File: src/rtl/matrix_msg_pkg.sv
// Shared widths and message layout for the matrix-init message FIFO.
package matrix_msg_pkg;

    localparam int DEF_TYPE_BITS    = 1;
    localparam int DEF_COORD_BITS   = 8;
    localparam int DEF_ELEMENT_BITS = 32;
    localparam int DEF_MATRIX_DIM   = 4;
    localparam int DEF_FIFO_DEPTH   = 16;

    typedef struct packed {
        logic [DEF_TYPE_BITS-1:0]    msg_type;
        logic [DEF_COORD_BITS-1:0]   x;
        logic [DEF_COORD_BITS-1:0]   y;
        logic [DEF_ELEMENT_BITS-1:0] element;
    } matrix_msg_t;

    localparam int MATRIX_MSG_BITS = $bits(matrix_msg_t);

endpackage

File: src/rtl/matrix_msg_ram.sv
// Message storage: synchronous write, asynchronous read, no reset on contents.
module matrix_msg_ram
    import matrix_msg_pkg::*;
#(
    parameter int DEPTH = DEF_FIFO_DEPTH,
    parameter int WIDTH = MATRIX_MSG_BITS,
    localparam int AW   = $clog2(DEPTH)
) (
    input  logic             clk,
    input  logic             we,
    input  logic [AW-1:0]    waddr,
    input  logic [WIDTH-1:0] wdata,
    input  logic [AW-1:0]    raddr,
    output logic [WIDTH-1:0] rdata
);

    logic [WIDTH-1:0] mem [DEPTH];

    always_ff @(posedge clk) begin
        if (we) begin
            mem[waddr] <= wdata;
        end
    end

    assign rdata = mem[raddr];

endmodule

File: src/rtl/matrix_message_fifo.sv
// First-word-fall-through FIFO feeding the core's matrix-init port, with head bounds check.
// Define MATRIX_FIFO_DROP_COUNT_EN to add the saturating dropped_count output.
module matrix_message_fifo
    import matrix_msg_pkg::*;
#(
    parameter int MATRIX_TYPE_BITS    = DEF_TYPE_BITS,
    parameter int MATRIX_COORD_BITS   = DEF_COORD_BITS,
    parameter int MATRIX_ELEMENT_BITS = DEF_ELEMENT_BITS,
    parameter int MATRIX_DIM          = DEF_MATRIX_DIM,
    parameter int FIFO_DEPTH          = DEF_FIFO_DEPTH
) (
    input  logic                             clk,
    input  logic                             reset_n,
    input  logic [MATRIX_TYPE_BITS-1:0]      msg_type_in,
    input  logic [MATRIX_COORD_BITS-1:0]     msg_x_coord_in,
    input  logic [MATRIX_COORD_BITS-1:0]     msg_y_coord_in,
    input  logic [MATRIX_ELEMENT_BITS-1:0]   msg_element_in,
    input  logic                             msg_in_valid,
    output logic                             msg_in_ready,
    output logic [MATRIX_TYPE_BITS-1:0]      matrix_type_out,
    output logic [MATRIX_COORD_BITS-1:0]     matrix_x_coord_out,
    output logic [MATRIX_COORD_BITS-1:0]     matrix_y_coord_out,
    output logic [MATRIX_ELEMENT_BITS-1:0]   matrix_element_out,
    output logic                             message_out_available,
    output logic                             message_out_valid,
    input  logic                             message_out_read,
`ifdef MATRIX_FIFO_DROP_COUNT_EN
    output logic [15:0]                      dropped_count,
`endif
    output logic [$clog2(FIFO_DEPTH):0]      fifo_count
);

    localparam int PTR_W = $clog2(FIFO_DEPTH);
    localparam int CNT_W = PTR_W + 1;
    localparam int MSG_W = MATRIX_TYPE_BITS + 2 * MATRIX_COORD_BITS + MATRIX_ELEMENT_BITS;

    logic [PTR_W-1:0] wr_ptr, rd_ptr, rd_next;
    logic [CNT_W-1:0] count;
    logic [MSG_W-1:0] wr_msg, ram_next, head;
    logic             push, pop;

    // Write side is valid/ready: a message transfers on any edge where both are high.
    // Read side is a pop pulse, honoured only while a message is available.
    assign push    = msg_in_valid && msg_in_ready;
    assign pop     = message_out_read && message_out_available;
    assign rd_next = rd_ptr + PTR_W'(1);
    assign wr_msg  = {msg_type_in, msg_x_coord_in, msg_y_coord_in, msg_element_in};

    matrix_msg_ram #(
        .DEPTH (FIFO_DEPTH),
        .WIDTH (MSG_W)
    ) u_ram (
        .clk   (clk),
        .we    (push),
        .waddr (wr_ptr),
        .wdata (wr_msg),
        .raddr (rd_next),
        .rdata (ram_next)
    );

    always_ff @(posedge clk or negedge reset_n) begin
        if (!reset_n) begin
            wr_ptr <= '0;
            rd_ptr <= '0;
            count  <= '0;
        end else begin
            if (push) wr_ptr <= wr_ptr + PTR_W'(1);
            if (pop)  rd_ptr <= rd_next;
            if (push && !pop)      count <= count + CNT_W'(1);
            else if (pop && !push) count <= count - CNT_W'(1);
        end
    end

    // The RAM read is taken before this edge's write lands, so a message pushed
    // into an empty FIFO (or while its only entry leaves) is bypassed into the head.
    always_ff @(posedge clk or negedge reset_n) begin
        if (!reset_n) begin
            head <= '0;
        end else if (pop && count > CNT_W'(1)) begin
            head <= ram_next;
        end else if (push && (count == '0 || (pop && count == CNT_W'(1)))) begin
            head <= wr_msg;
        end
    end

    assign {matrix_type_out, matrix_x_coord_out, matrix_y_coord_out, matrix_element_out} = head;

    assign fifo_count            = count;
    assign msg_in_ready          = (count != CNT_W'(FIFO_DEPTH));
    assign message_out_available = (count != '0);
    assign message_out_valid     = message_out_available
                                   && (matrix_x_coord_out < MATRIX_COORD_BITS'(MATRIX_DIM))
                                   && (matrix_y_coord_out < MATRIX_COORD_BITS'(MATRIX_DIM));

`ifdef MATRIX_FIFO_DROP_COUNT_EN
    always_ff @(posedge clk or negedge reset_n) begin
        if (!reset_n) begin
            dropped_count <= '0;
        end else if (msg_in_valid && !msg_in_ready && dropped_count != 16'hFFFF) begin
            dropped_count <= dropped_count + 16'd1;
        end
    end
`endif

endmodule

File: config.mk
export PLATFORM = sky130hd
export DESIGN_NAME = matrix_message_fifo
export DESIGN_NICKNAME = d
export VERILOG_FILES = /design/src/rtl/matrix_msg_pkg.sv /design/src/rtl/matrix_msg_ram.sv /design/src/rtl/matrix_message_fifo.sv
export SDC_FILE = /design/constraint.sdc
export NUM_CORES = 1
export LEC_CHECK = 0
export ABC_AREA = 1
export ABC_CLOCK_PERIOD_IN_PS = 4430
export BUFFER_PORTS_ARGS = -buffer_cell sky130_fd_sc_hd__buf_2
export CAP_MARGIN = 0
export CORE_MARGIN = 3
export CORE_UTILIZATION = 50
export CTS_CLUSTER_SIZE = 30
export DETAILED_ROUTE_END_ITERATION = 16
export GPL_ROUTABILITY_DRIVEN = 0
export PLACE_DENSITY_LB_ADDON = 0.1
export SLEW_MARGIN = 20
export SYNTH_ARGS = -nofsm -noshare
export SYNTH_HDL_FRONTEND = slang
export SYNTH_HIERARCHICAL = 1
export SYNTH_SLANG_ARGS = --single-unit
File: constraint.sdc
create_clock -name clk -period 4.43 [get_ports clk]
set_input_delay 0.2215 -clock clk [delete_from_list [all_inputs] [get_ports clk]]
set_output_delay 0.2215 -clock clk [all_outputs]
set_load 0.02 [all_outputs]
# Word level (Yosys, flattened, before mapping)
# Memories as Yosys holds them, arrays and structs flattened.
# Cells that the tools add are included.
word_totals:
  regBits: 62
  latchBits: 0
  ram_bits: 784
  rom_bits: 0
  elab_cells: 36
  memories: 1
mem_list:
  columns: ["memory", "depth", "width", "read_ports", "rd_clocked_by_memory_dff", "write_ports", "line_no", "rtl"]
  rows:
  - ["u_ram.mem", 16, 49, 1, 0, 1, "matrix_msg_ram.sv:17", "logic [WIDTH-1:0] mem [DEPTH];"]
classes:
  add_sub_neg: 4
  n_mul: 0
  div: 0
  n_lt_le_gt_ge: 3
  eq_ne: 2
  shift: 0
  muxes: 6
  n_bitwise: 0
  reduce_logical: 16
op_table:
  columns: ["op", "n"]
  rows:
  - ["two-way mux 49 bit", 2]
  - ["less-than comparator 8 x 3 -> 1 bit, second input constant", 2]
  - ["two-way mux 5 bit", 2]
  - ["logical AND 1 bit", 9]
  - ["adder 4 x 1 -> 4 bit, second input constant", 2]
  - ["adder 5 x 1 -> 5 bit, second input constant", 1]
  - ["== test 5 x 1 -> 1 bit, second input constant", 1]
  - ["> comparator 5 x 1 -> 1 bit, second input constant", 1]
  - ["zero test 5 bit", 1]
  - ["inequality test 5 bit, second input constant", 1]
  - ["nonzero test 5 bit", 1]
  - ["subtractor 5 x 1 -> 5 bit, second input constant", 1]
  - ["nonzero test 2 bit", 2]
  - ["zero test 1 bit", 2]
  - ["two-way mux 1 bit", 2]
  - ["logical OR 1 bit", 1]

# Logic depth before layout (Yosys ltp)
depth:
  depth_word: 7
  ltp_mapped: 15
  ltp_nobuf: 12

# Cells and area by module
# The synthesis kept the hierarchy.
by_module_without_submodules:
  columns: ["module", "instances", "cells_each", "area_each_um2", "seq_area_each_um2"]
  rows:
  - ["matrix_msg_ram", 1, 3182, 33726.1, 23542.6]
  - ["matrix_message_fifo", 1, 509, 3584.7, 1551.5]

# Worst setup path after synthesis
# OpenSTA, ideal clock, no wires.
synth_timing:
  kind: "register -> register"
  from: "register count[0] (netlist: fifo_count[0])"
  to: "memory u_ram/mem[4][0] (netlist bit), enable pin"
  t_arrival_ns: 3.488
  slack_ns: 0.487
  stages_incl_launch_ff: 8
  n_path_buf: 0
  synth_period_minus_slack_ns: 3.943
  cell_sequence: "dfrtp_1 -> inv_1 -> ha_1 -> nand3_2 -> nand2_4 -> inv_4 -> nand3b_1 -> nor2_1"
synth_via:
  elab_chain_cells: 4
synth_lines:
  columns: ["element", "line_no", "rtl"]
  rows:
  - ["start, declared", "matrix_message_fifo.sv:38", "logic [CNT_W-1:0] count;"]
  - ["start signal, assigned", "matrix_message_fifo.sv:69", "if (push && !pop) count <= count + CNT_W'(1);"]
  - ["start signal, assigned", "matrix_message_fifo.sv:70", "else if (pop && !push) count <= count - CNT_W'(1);"]
  - ["inequality test 5 bit", "matrix_message_fifo.sv:89", "assign msg_in_ready = (count != CNT_W'(FIFO_DEPTH));"]
  - ["via msg_in_ready", "matrix_message_fifo.sv:19", "output logic msg_in_ready,"]
  - ["logical AND 1 bit", "matrix_message_fifo.sv:44", "assign push = msg_in_valid && msg_in_ready;"]
  - ["via push", "matrix_message_fifo.sv:40", "logic push, pop;"]
  - ["two-way mux 1 bit", "matrix_msg_ram.sv:20", "if (we) begin"]
  - ["two-way mux 1 bit (not written as such)", "matrix_msg_ram.sv:21", "mem[waddr] <= wdata;"]
  - ["end, declared", "matrix_msg_ram.sv:17", null]
# The timed path passes the listed nets, and every way through them passes these cells.

# Worst setup path in the final report
layout_timing:
  from: "register count[0] (netlist: fifo_count[0])"
  to: "memory u_ram/mem[7][1] (netlist bit), enable pin"
layout_via:
  elab_chain_cells: 4
layout_lines:
  columns: ["element", "line_no"]
  rows:
  - ["inequality test 5 bit", "matrix_message_fifo.sv:89"]
  - ["logical AND 1 bit", "matrix_message_fifo.sv:44"]
  - ["via push", "matrix_message_fifo.sv:40"]
  - ["two-way mux 1 bit", "matrix_msg_ram.sv:20"]
  - ["two-way mux 1 bit (not written as such)", "matrix_msg_ram.sv:21"]
# The timed path passes the listed nets, and every way through them passes these cells.

==> impl_metrics.toml <==
[clock_network]
numCtsBuffers = 90
cts_sinks = 846
cts_tree = "built"
ctsHtreeMaxLevel = 3
root_buffer = "clkbuf_16"
ctsLongestPathBuffers = 3
cts_setup_buffers = 0
clk-insertion-delay-late_ns = 0.63
clk_pin_slew_ns = 0.06

[sta]
tns_ns = 0
post-route-min-period_ns = 3.11
fin_crit_sh_pct = 70.1
final_hold_viol_count = 0
tightest_slew_ns = 1.12
setup_violations = 0
maxSlewViolCount = 0
rsz0062_at_grt = "false"
slew_headroom_pct = 25.1
clock_skew_ns = 0.0140
clock.fmax_mhz = 322

[yosys]
ys_types = 30
netlist_area_um2 = 37300
yosys_register_bits = 846
syn_area_per_cell_um2 = 10.1
synthesis.nets = 3751
yosysWarnings = 6
synthCells = 3691
seq_area_frac_synth_pct = 67.3

[grt]
grt_overflow = 0
grt_max_degree = 162
grt_pass1_wl_um = 147000
grt_antenna_before_repair = 1
grt_usage_pct = 24.7
grt_pass1_vias = 24158

[final_layout]
fin_util_pct = 57.2
finalNetCount = 3860
fillers = 6257
syn_to_final_growth_pct = 12.5
layout-drive-gt1-share_pct = 8.42

[worst_setup_path]
worstPathRequired_ns = 4.74
crit_type = "register to register"
rr_startpoint = "fifo_count[0]"
crit_arrival_ns = 3.42
end_kind = "register"
crit_path_start_kind = "register"
crit_path_max_fanout = 26
crit_start = "fifo_count[0]"

[placed_design]
io_buffers = 109
dp_hpwl_um = 49100

[die]
fp.dieW_um = 279
floorplan.core_area_um2 = 73500
rows = 99
num_io_pins = 110
die_h_um = 279
die_area_um2 = 77900
initial_core_util_pct = 50.8

[route]
drt_first_pass_iters = 5
post_drt_wl_per_cell_um = 19.8
drtAntennaViolNets = 0
num_vias = 24998
drc = 0
routed_wl_um = 95500
routed_via_density = 5.17
dr.first_iter.drc_count = 1878

[power]
ir_worst_vdd_mv = 1.44
powerDensity_nw_per_um2 = 714
cellLeakagePower_nw = 18.5

[outcome]
status = "finished clean"

[flow_run]
cap_viol_max_count = 0

[hold_path]
hold_path.startpoint = "msg_element_in[20]"
min_path_type = "input pin to register"
## synth_stat cells, drive strengths merged
cell    instances  area, um^2
buf           169        1130
o21ai           6        30.0
o211ai          1        7.51
dfrtp          62        1550
nor4            1        6.26
inv           701        2640
o21bai          1        7.51
nand4           1        6.26
edfxtp        784       23500
clkbuf         13        48.8
xor2            7        61.3
ha              7        87.6
nand3b          2        15.0
nor2           30         128
a21oi           3        15.0
nand2        1247        4710
nor3            1        5.00
nand3         652        3290
xnor2           3        26.3
## registers in the layout, summed over array words and instances, names as in the netlist
| signal | cells |
|---|---|
| wr_ptr | 4 |
| u_ram/mem | 784 |
| head | 49 |
| fifo_count | 5 |
| rd_ptr | 4 |
## timing repair
item	CTS	global route
endpoints found under the hold margin	602	0
resized for setup	0	0
hold buffers	42	0
## stage by stage
stage | worst slack, ns | area, um^2 | std cells | hold WS (ns) | power [mW]
floorplan | 0.487 | 37300 | 3691 | -0.0741 | 19.0
CTS | 1.28 | 42000 | 4831 | 0.0000528 | 30.3
detailed placement | 1.29 | 38600 | 4625 | 0.227 | 22.7
global route | 1.09 | 42000 | 4832 | 0.0137 | 31.9
finish | 1.32 | 42000 | 4832 | 0.0182 | 30.0
global placement | 1.34 | 38600 | 4625 | 0.221 | 22.6
## placed cells by master, fill, tap and decap left out, drive strengths merged
cell type / count
clkbuf: 128
diode: 1
xor2: 7
edfxtp: 784
ha: 7
clkinvlp: 2
nand3: 652
o211ai: 1
o21bai: 1
inv: 700
xnor2: 3
dlygate4sd3: 42
nand4: 1
dfrtp: 62
a21oi: 3
o21ai: 6
nor2: 30
buf: 157
nor3: 1
nand3b: 2
nor4: 1
nand2: 1247
clkinv: 27
bufinv: 8
## worst max-delay path, cell delays in order, from the launching register on
cell and delay, ns:
dfrtp_1 0.51, inv_1 0.11, ha_1 0.27, nand3_2 0.12, nand2_4 0.08, inv_4 0.13
nand3b_1 0.35, nor2_4 0.89, buf_12 0.29
## report_power, final
part / switching, mW / total, mW / internal [mW] / leakage, nW
Combinational: 8.81 / 12.3 / 3.50 / 9.26
Clock: 3.06 / 7.54 / 4.49 / 1.45
Sequential: 0.385 / 10.1 / 9.75 / 7.83
Total: 12.3 / 30.0 / 17.7 / 18.5
## worst paths after layout
path,endpoint,slack [ns],cells past startpoint
min in group asynchronous,fifo_count[2],0.10,2
hold reg to reg,head[28],0.47,2
hold / removal,u_ram/mem[0][20],0.02,1
max in group asynchronous,head[17],3.21,3
setup / recovery,u_ram/mem[7][1],1.32,8
setup reg to reg,u_ram/mem[7][1],1.32,8
## per-layer routing
metal	vias to the layer above	GRT usage [%]	part of all wire (%)
li1	11999	-	-
met1	12143	33.0	43
met2	698	42.7	50
met3	158	3.07	5.0
met4	0	7.29	2.6
met5	-	0	0
## layout make-up
class | count | area, um^2 | area share, %
Antenna cell | 1 | 2.50 | 0.00596
Timing Repair Buffer | 199 | 1500 | 3.58
Clock inverter | 36 | 389 | 0.927
Tap cell | 959 | 1200 | 2.86
Multi-Input combinational cell | 1962 | 8560 | 20.4
Inverter | 701 | 2670 | 6.35
Clock buffer | 128 | 2570 | 6.11
Sequential cell | 846 | 25100 | 59.8
## cells by family (layout without fill, tap and decap cells)
kind of cell | Yosys count | count (layout) | synth area share (%)
DFF | 846 | 846 | 67.3
xor gates and xnor gates | 10 | 10 | 0.235
buffers and inverters | 883 | 1064 | 10.3
and+or+nand+nor | 1934 | 1934 | 21.9
adders and majority gates | 7 | 7 | 0.235
other | 0 | 1 | 0
AOI/OAI and AO/OA | 11 | 11 | 0.161
(Power assumes the default switching activity.)
